[config.mk]
export PLATFORM = sky130hd
export DESIGN_NAME = bram_port_arbiter
export DESIGN_NICKNAME = d
export VERILOG_FILES = /design/src/rtl/bram_port_arbiter.sv
export SDC_FILE = /design/constraint.sdc
export NUM_CORES = 1
export LEC_CHECK = 0
export ABC_AREA = 1
export BUFFER_PORTS_ARGS = -buffer_cell sky130_fd_sc_hd__buf_4
export CORE_MARGIN = 2
export CORE_UTILIZATION = 45
export CTS_CLUSTER_DIAMETER = 80
export DETAILED_ROUTE_END_ITERATION = 10
export GPL_TIMING_DRIVEN = 0
export PLACE_DENSITY = 0.95
export SLEW_MARGIN = 20
export SYNTH_ARGS = -nofsm -noshare
export SYNTH_HDL_FRONTEND = slang
export SYNTH_SLANG_ARGS = --single-unit
[constraint.sdc]
create_clock -name clk -period 3.6 [get_ports clk]
set_input_delay 0.18 -clock clk [delete_from_list [all_inputs] [get_ports clk]]
set_output_delay 0.18 -clock clk [all_outputs]
set_load 0.05 [all_outputs]
[src/rtl/bram_port_arbiter.sv]
// bram_port_arbiter
// Shares one BRAM port among NUM_REQ requesters using round-robin arbitration.
// One command is accepted per cycle. The BRAM-side command is registered.
// Read data comes back with a fixed latency: a read accepted at edge E0 raises
// its rd_valid_o bit for the single cycle after edge E0+2.
//
// Ports
//   clk, rst        clock, synchronous active-high reset
//   req_valid_i     per-requester command valid
//   req_ready_o     one-hot grant (combinational), zero while rst is high
//   req_wen_i       per-requester write(1)/read(0)
//   req_be_i        per-requester byte enables, slice k = requester k
//   req_addr_i      per-requester address, slice k = requester k
//   req_wdata_i     per-requester write data, slice k = requester k
//   rd_valid_o      one-hot read-return strobe
//   rd_data_o       shared read data (BRAM data passed through)
//   ram_*_o         registered BRAM command
//   ram_rdata_i     BRAM read data, valid one clock after a sampled read enable
//   busy_o          at least one read is still in flight
module bram_port_arbiter #(
  parameter int NUM_REQ    = 4,
  parameter int ADDR_WIDTH = 10,
  parameter int DATA_WIDTH = 18,
  parameter int BE_WIDTH   = 2
) (
  input  logic                           clk,
  input  logic                           rst,
  input  logic [NUM_REQ-1:0]             req_valid_i,
  output logic [NUM_REQ-1:0]             req_ready_o,
  input  logic [NUM_REQ-1:0]             req_wen_i,
  input  logic [NUM_REQ*BE_WIDTH-1:0]    req_be_i,
  input  logic [NUM_REQ*ADDR_WIDTH-1:0]  req_addr_i,
  input  logic [NUM_REQ*DATA_WIDTH-1:0]  req_wdata_i,
  output logic [NUM_REQ-1:0]             rd_valid_o,
  output logic [DATA_WIDTH-1:0]          rd_data_o,
  output logic                           ram_wen_o,
  output logic                           ram_ren_o,
  output logic [BE_WIDTH-1:0]            ram_be_o,
  output logic [ADDR_WIDTH-1:0]          ram_addr_o,
  output logic [DATA_WIDTH-1:0]          ram_wdata_o,
  input  logic [DATA_WIDTH-1:0]          ram_rdata_i,
  output logic                           busy_o
);

  localparam int IDX_W = $clog2(NUM_REQ);

  logic [IDX_W-1:0]      ptr;
  logic [IDX_W-1:0]      ptr_next;
  logic [IDX_W-1:0]      grant_idx;
  logic                  grant_any;
  logic [NUM_REQ-1:0]    ready;
  logic [IDX_W-1:0]      ram_idx;
  logic [IDX_W-1:0]      tag_idx;
  logic                  tag_valid;
  logic [NUM_REQ-1:0]    tag_dec;
  logic                  sel_wen;
  logic [BE_WIDTH-1:0]   sel_be;
  logic [ADDR_WIDTH-1:0] sel_addr;
  logic [DATA_WIDTH-1:0] sel_wdata;
  int                    cand;

  // Round-robin search: first valid requester at or above ptr, with wrap-around.
  always_comb begin
    grant_any = 1'b0;
    grant_idx = '0;
    cand      = 0;
    for (int i = 0; i < NUM_REQ; i++) begin
      cand = int'(ptr) + i;
      if (cand >= NUM_REQ) begin
        cand = cand - NUM_REQ;
      end else begin
        cand = cand;
      end
      if (!grant_any && req_valid_i[IDX_W'(cand)]) begin
        grant_any = 1'b1;
        grant_idx = IDX_W'(cand);
      end else begin
        grant_any = grant_any;
      end
    end
    // Nothing may be accepted while reset is held.
    if (rst) begin
      grant_any = 1'b0;
    end else begin
      grant_any = grant_any;
    end
  end

  // One-hot ready from the granted index.
  always_comb begin
    ready = '0;
    if (grant_any) begin
      ready[grant_idx] = 1'b1;
    end else begin
      ready = '0;
    end
  end

  // Pointer moves to the requester just after the winner.
  always_comb begin
    if (grant_idx == IDX_W'(NUM_REQ - 1)) begin
      ptr_next = '0;
    end else begin
      ptr_next = grant_idx + 1'b1;
    end
  end

  // One-hot decode of the read tag, gated by the captured read enable.
  always_comb begin
    tag_dec = '0;
    if (tag_valid) begin
      tag_dec[tag_idx] = 1'b1;
    end else begin
      tag_dec = '0;
    end
  end

  assign sel_wen     = req_wen_i[grant_idx];
  assign sel_be      = req_be_i[int'(grant_idx)*BE_WIDTH +: BE_WIDTH];
  assign sel_addr    = req_addr_i[int'(grant_idx)*ADDR_WIDTH +: ADDR_WIDTH];
  assign sel_wdata   = req_wdata_i[int'(grant_idx)*DATA_WIDTH +: DATA_WIDTH];
  assign req_ready_o = ready;
  assign rd_data_o   = ram_rdata_i;

  // Command register, read-tag pipeline, return strobe and busy flag.
  // Stages for a read accepted at E0: ram_ren_o after E0, tag after E0+1,
  // rd_valid_o after E0+2 (lining up with BRAM data).
  always_ff @(posedge clk) begin
    if (rst) begin
      ptr         <= '0;
      ram_wen_o   <= 1'b0;
      ram_ren_o   <= 1'b0;
      ram_be_o    <= '0;
      ram_addr_o  <= '0;
      ram_wdata_o <= '0;
      ram_idx     <= '0;
      tag_idx     <= '0;
      tag_valid   <= 1'b0;
      rd_valid_o  <= '0;
      busy_o      <= 1'b0;
    end else begin
      if (grant_any) begin
        ptr         <= ptr_next;
        ram_wen_o   <= sel_wen;
        ram_ren_o   <= ~sel_wen;
        ram_be_o    <= sel_be;
        ram_addr_o  <= sel_addr;
        ram_wdata_o <= sel_wdata;
        ram_idx     <= grant_idx;
      end else begin
        ram_wen_o   <= 1'b0;
        ram_ren_o   <= 1'b0;
      end
      tag_idx    <= ram_idx;
      tag_valid  <= ram_ren_o;
      rd_valid_o <= tag_dec;
      // Any read in one of the three pipeline positions keeps busy high.
      busy_o     <= (grant_any & ~sel_wen) | ram_ren_o | tag_valid;
    end
  end

endmodule

==> out/results.tsv <==
stage	metric	value	unit
route	routed_wl	11400	um
grt	grt_max_degree	16	
hold_path	min_path_cells	2	
sta	setup_tns	0	ps
yosys	synth.top_cells.by_area	dfxtp_1 (27%), nand2_1 (25%), nand3_1 (9.7%)	
yosys	syn_avg_cell_area	6.07	um^2
hold_path	hp-start	rst	
sta	rsz0062_at_grt	no	
hold_path	hold_class	in -> reg	
worst_setup_path	cp.required	3420	ps
grt	track_usage	0.276	
final_layout	n_antenna_cell	0	
yosys	synth_edf_count	0	
yosys	synth_area	3300	um^2
floorplan	dieArea	8040	um^2
cts	insertion_delay	300	ps
sta	timing.hold.ws	103	ps
worst_setup_path	cp_top_family	simple AND/OR/NAND/NOR gates	
yosys	syn_nets	696	
final_layout	final_util	0.690	
worst_setup_path	slowest_delay	440	ps
worst_setup_path	cp_num_buf_inv	5	
sta	maxSlewViolCount	0	
cts	clockBufferDepth	2	
placed_design	portBuffers	188	
cts	cts-htree-levels	2	
cts	cts_setup_buffers	0	
grt	antenna_found_initial	0	
floorplan	die_w	89.7	um
worst_setup_path	crit_slowest_cell	dfxtp_1	
yosys	async_reset_ff_frac	0	
route	drtIter0Drc	136	
yosys	syn-instance-count	544	
yosys	synth_flop_cell	dfxtp_1	
worst_setup_path	path_cells	inv_2 > nand2_2 > nand2_2 > nand2_1 > nand2_1 > nand2_1 > nand2_1 > nand2_2 > nand3_2 > inv_2 > buf_2 > ha_1 > inv_1 > nor2_1 > buf_4	
cts	clkTransAtPathRegs	90	ps
worst_setup_path	start_kind	flop	
yosys	synth.most_common_cell	nand2_1	
yosys	synth_warnings	0	
grt	grt_pass1_vias	4039	
yosys	ys_types	30	
power_and_ir_drop	p_leak	2.91	nW
run_status	status	finished, final reports clean	
yosys	synth_top_area_cell	dfxtp_1	
floorplan	pin_count	207	
run	drv_cap	0	
cts	cts_tree	built	
hold_path	min_to	tag_valid	
placed_design	pre_cts_ws	1250	ps
sta	fin_crit	2680	ps
final_layout	syn_to_final_growth	50.0	%
cts	post_cts_resized	0	
cts	cts.sinks	44	
placed_design	place_hpwl	9040	um
route	wl_met1	4290	um
sta	slew_headroom	0.659	
sta	finalCritPeriodShare	0.746	
route	met2_length	5690	um
floorplan	die_y	89.7	um
route	vias	4206	
grt	grt_pass1_wl	17400	um
power_and_ir_drop	vdd_drop_max	500	uV
worst_setup_path	cp-end-kind	primary output	
route	route.detailed.drc	0	
placed_design	routabilityCongestion	0.903	
sta	setup-violations-final	0	
yosys	ys_seq_area_frac	0.267	
worst_setup_path	cp_max_fo	11	
cts	cts_hold_buf	0	
worst_setup_path	crit_top_cell	nand2_1	
route	ant_nets	0	
cts	numCtsBuffers	5	
cts	clockRootBuffer	clkbuf_8	
worst_setup_path	crit_type	reg -> out	
sta	hold_violations	0	
floorplan	rows	31	
worst_setup_path	reg2reg_slack	1390	ps
route	route.met3.wl	1060	um
sta	clock.fmax	372	MHz
route	routed.top_layer	met4	
worst_setup_path	cp_data_arrival_time	2500	ps
worst_setup_path	ff2ff_path_depth	14	
yosys	ys_ff_latch	44	
worst_setup_path	worstReg2RegEnd	ptr[1]	
route	firstDrtPassIters	5	
floorplan	core	7180	um^2
yosys	synthTopCellsByCount	nand2_1 (219), inv_1 (70), nand3_1 (64)	
route	via_per_inst	5.01	
grt	grt_overflow_total	0	
worst_setup_path	r2r_start	ptr[1]	
yosys	post-synth-top-area-fraction	0.267	
route	wl_per_cell	13.6	um
final_layout	drive_gt1_frac	0.358	
power_and_ir_drop	power_density	1000	nW/um^2
sta	worst_slew_pin_slew	512	ps
sta	skew	11.3	ps
sta	final.setup.worst_slack	915	ps
final_layout	nNetsFinal	891	
floorplan	initial_utilization	0.460	
cell type report:
cell class	count	area (um^2)
fill	619	2220
multi-input combinational	375	1800
timing repair buffer	188	1410
sequential	44	881
buffer	48	332
inverter	77	292
tap	99	124
clock buffer	5	68.8
clock inverter	3	46.3
stage by stage:
stage               instances  power [mW]  area [um^2]
floorplan                 544        3.50         3300
CTS                       839        4.96         4950
detailed placement        831        4.56         4840
global route              839        5.36         4950
finish                    839        4.98         4950
global placement          831        4.44         4840
power by group:
| group | leakage, nW | internal, mW | total, mW | switching (mW) |
|---|---|---|---|---|
| clock | 0.0548 | 0.209 | 0.394 | 0.185 |
| sequential | 0.364 | 0.682 | 0.792 | 0.110 |
| combinational | 2.49 | 1.24 | 3.79 | 2.55 |
cells in the final DEF (no fill, tap or decap), types with 5 or more instances in the layout:
| master | count |
|---|---|
| buf_2 | 12 |
| buf_4 | 210 |
| buf_6 | 7 |
| clkbuf_1 | 5 |
| clkbuf_8 | 5 |
| dfxtp_1 | 44 |
| inv_1 | 70 |
| inv_2 | 5 |
| nand2_1 | 219 |
| nand2_2 | 9 |
| nand3_1 | 64 |
| nand3_2 | 6 |
| nand4_1 | 22 |
| nor2_1 | 8 |
| o211ai_1 | 12 |
| o21ai_0 | 8 |
| or2_0 | 6 |
| or2_1 | 5 |
cell families (layout without fill, tap and decap cells):
kind of cell | after synthesis | after routing | share of synthesized area
and+or+nand+nor | 348 | 348 | 0.481
buffers and inverters | 125 | 321 | 0.189
DFF | 44 | 44 | 0.267
AOI/OAI and AO/OA | 23 | 23 | 0.0481
adders and majority gates | 4 | 4 | 0.0152
worst max-delay path by stage:
stage          cells after the start    from  slack [ps]        endpoint
5_1_grt                           15  ptr[1]         750  req_ready_o[2]
3_5_place_dp                      15  ptr[1]        1250  req_ready_o[3]
3_3_place_gp                      15  ptr[1]        1320  req_ready_o[3]
2_1_floorplan                     13  ptr[0]        1220  req_ready_o[3]
4_1_cts                           15  ptr[1]         910  req_ready_o[3]
6_report                          15  ptr[1]         920  req_ready_o[3]
routing by layer:
| layer | up-vias | global-route usage |
|---|---|---|
| met4 | 0 | 0.111 |
| met5 | - | 0 |
| met3 | 35 | 0.0576 |
| met1 | 1871 | 0.295 |
| li1 | 2064 | - |
| met2 | 236 | 0.524 |
registers in the layout (all words and copies together) (netlist names):
register     flops
ram_wdata_o     18
tag_idx          2
ram_addr_o      10
rd_valid_o       4
ram_ren_o        1
busy_o           1
ptr              2
tag_valid        1
ram_wen_o        1
ram_idx          2
ram_be_o         2
Power figures use the tool's default switching activity.
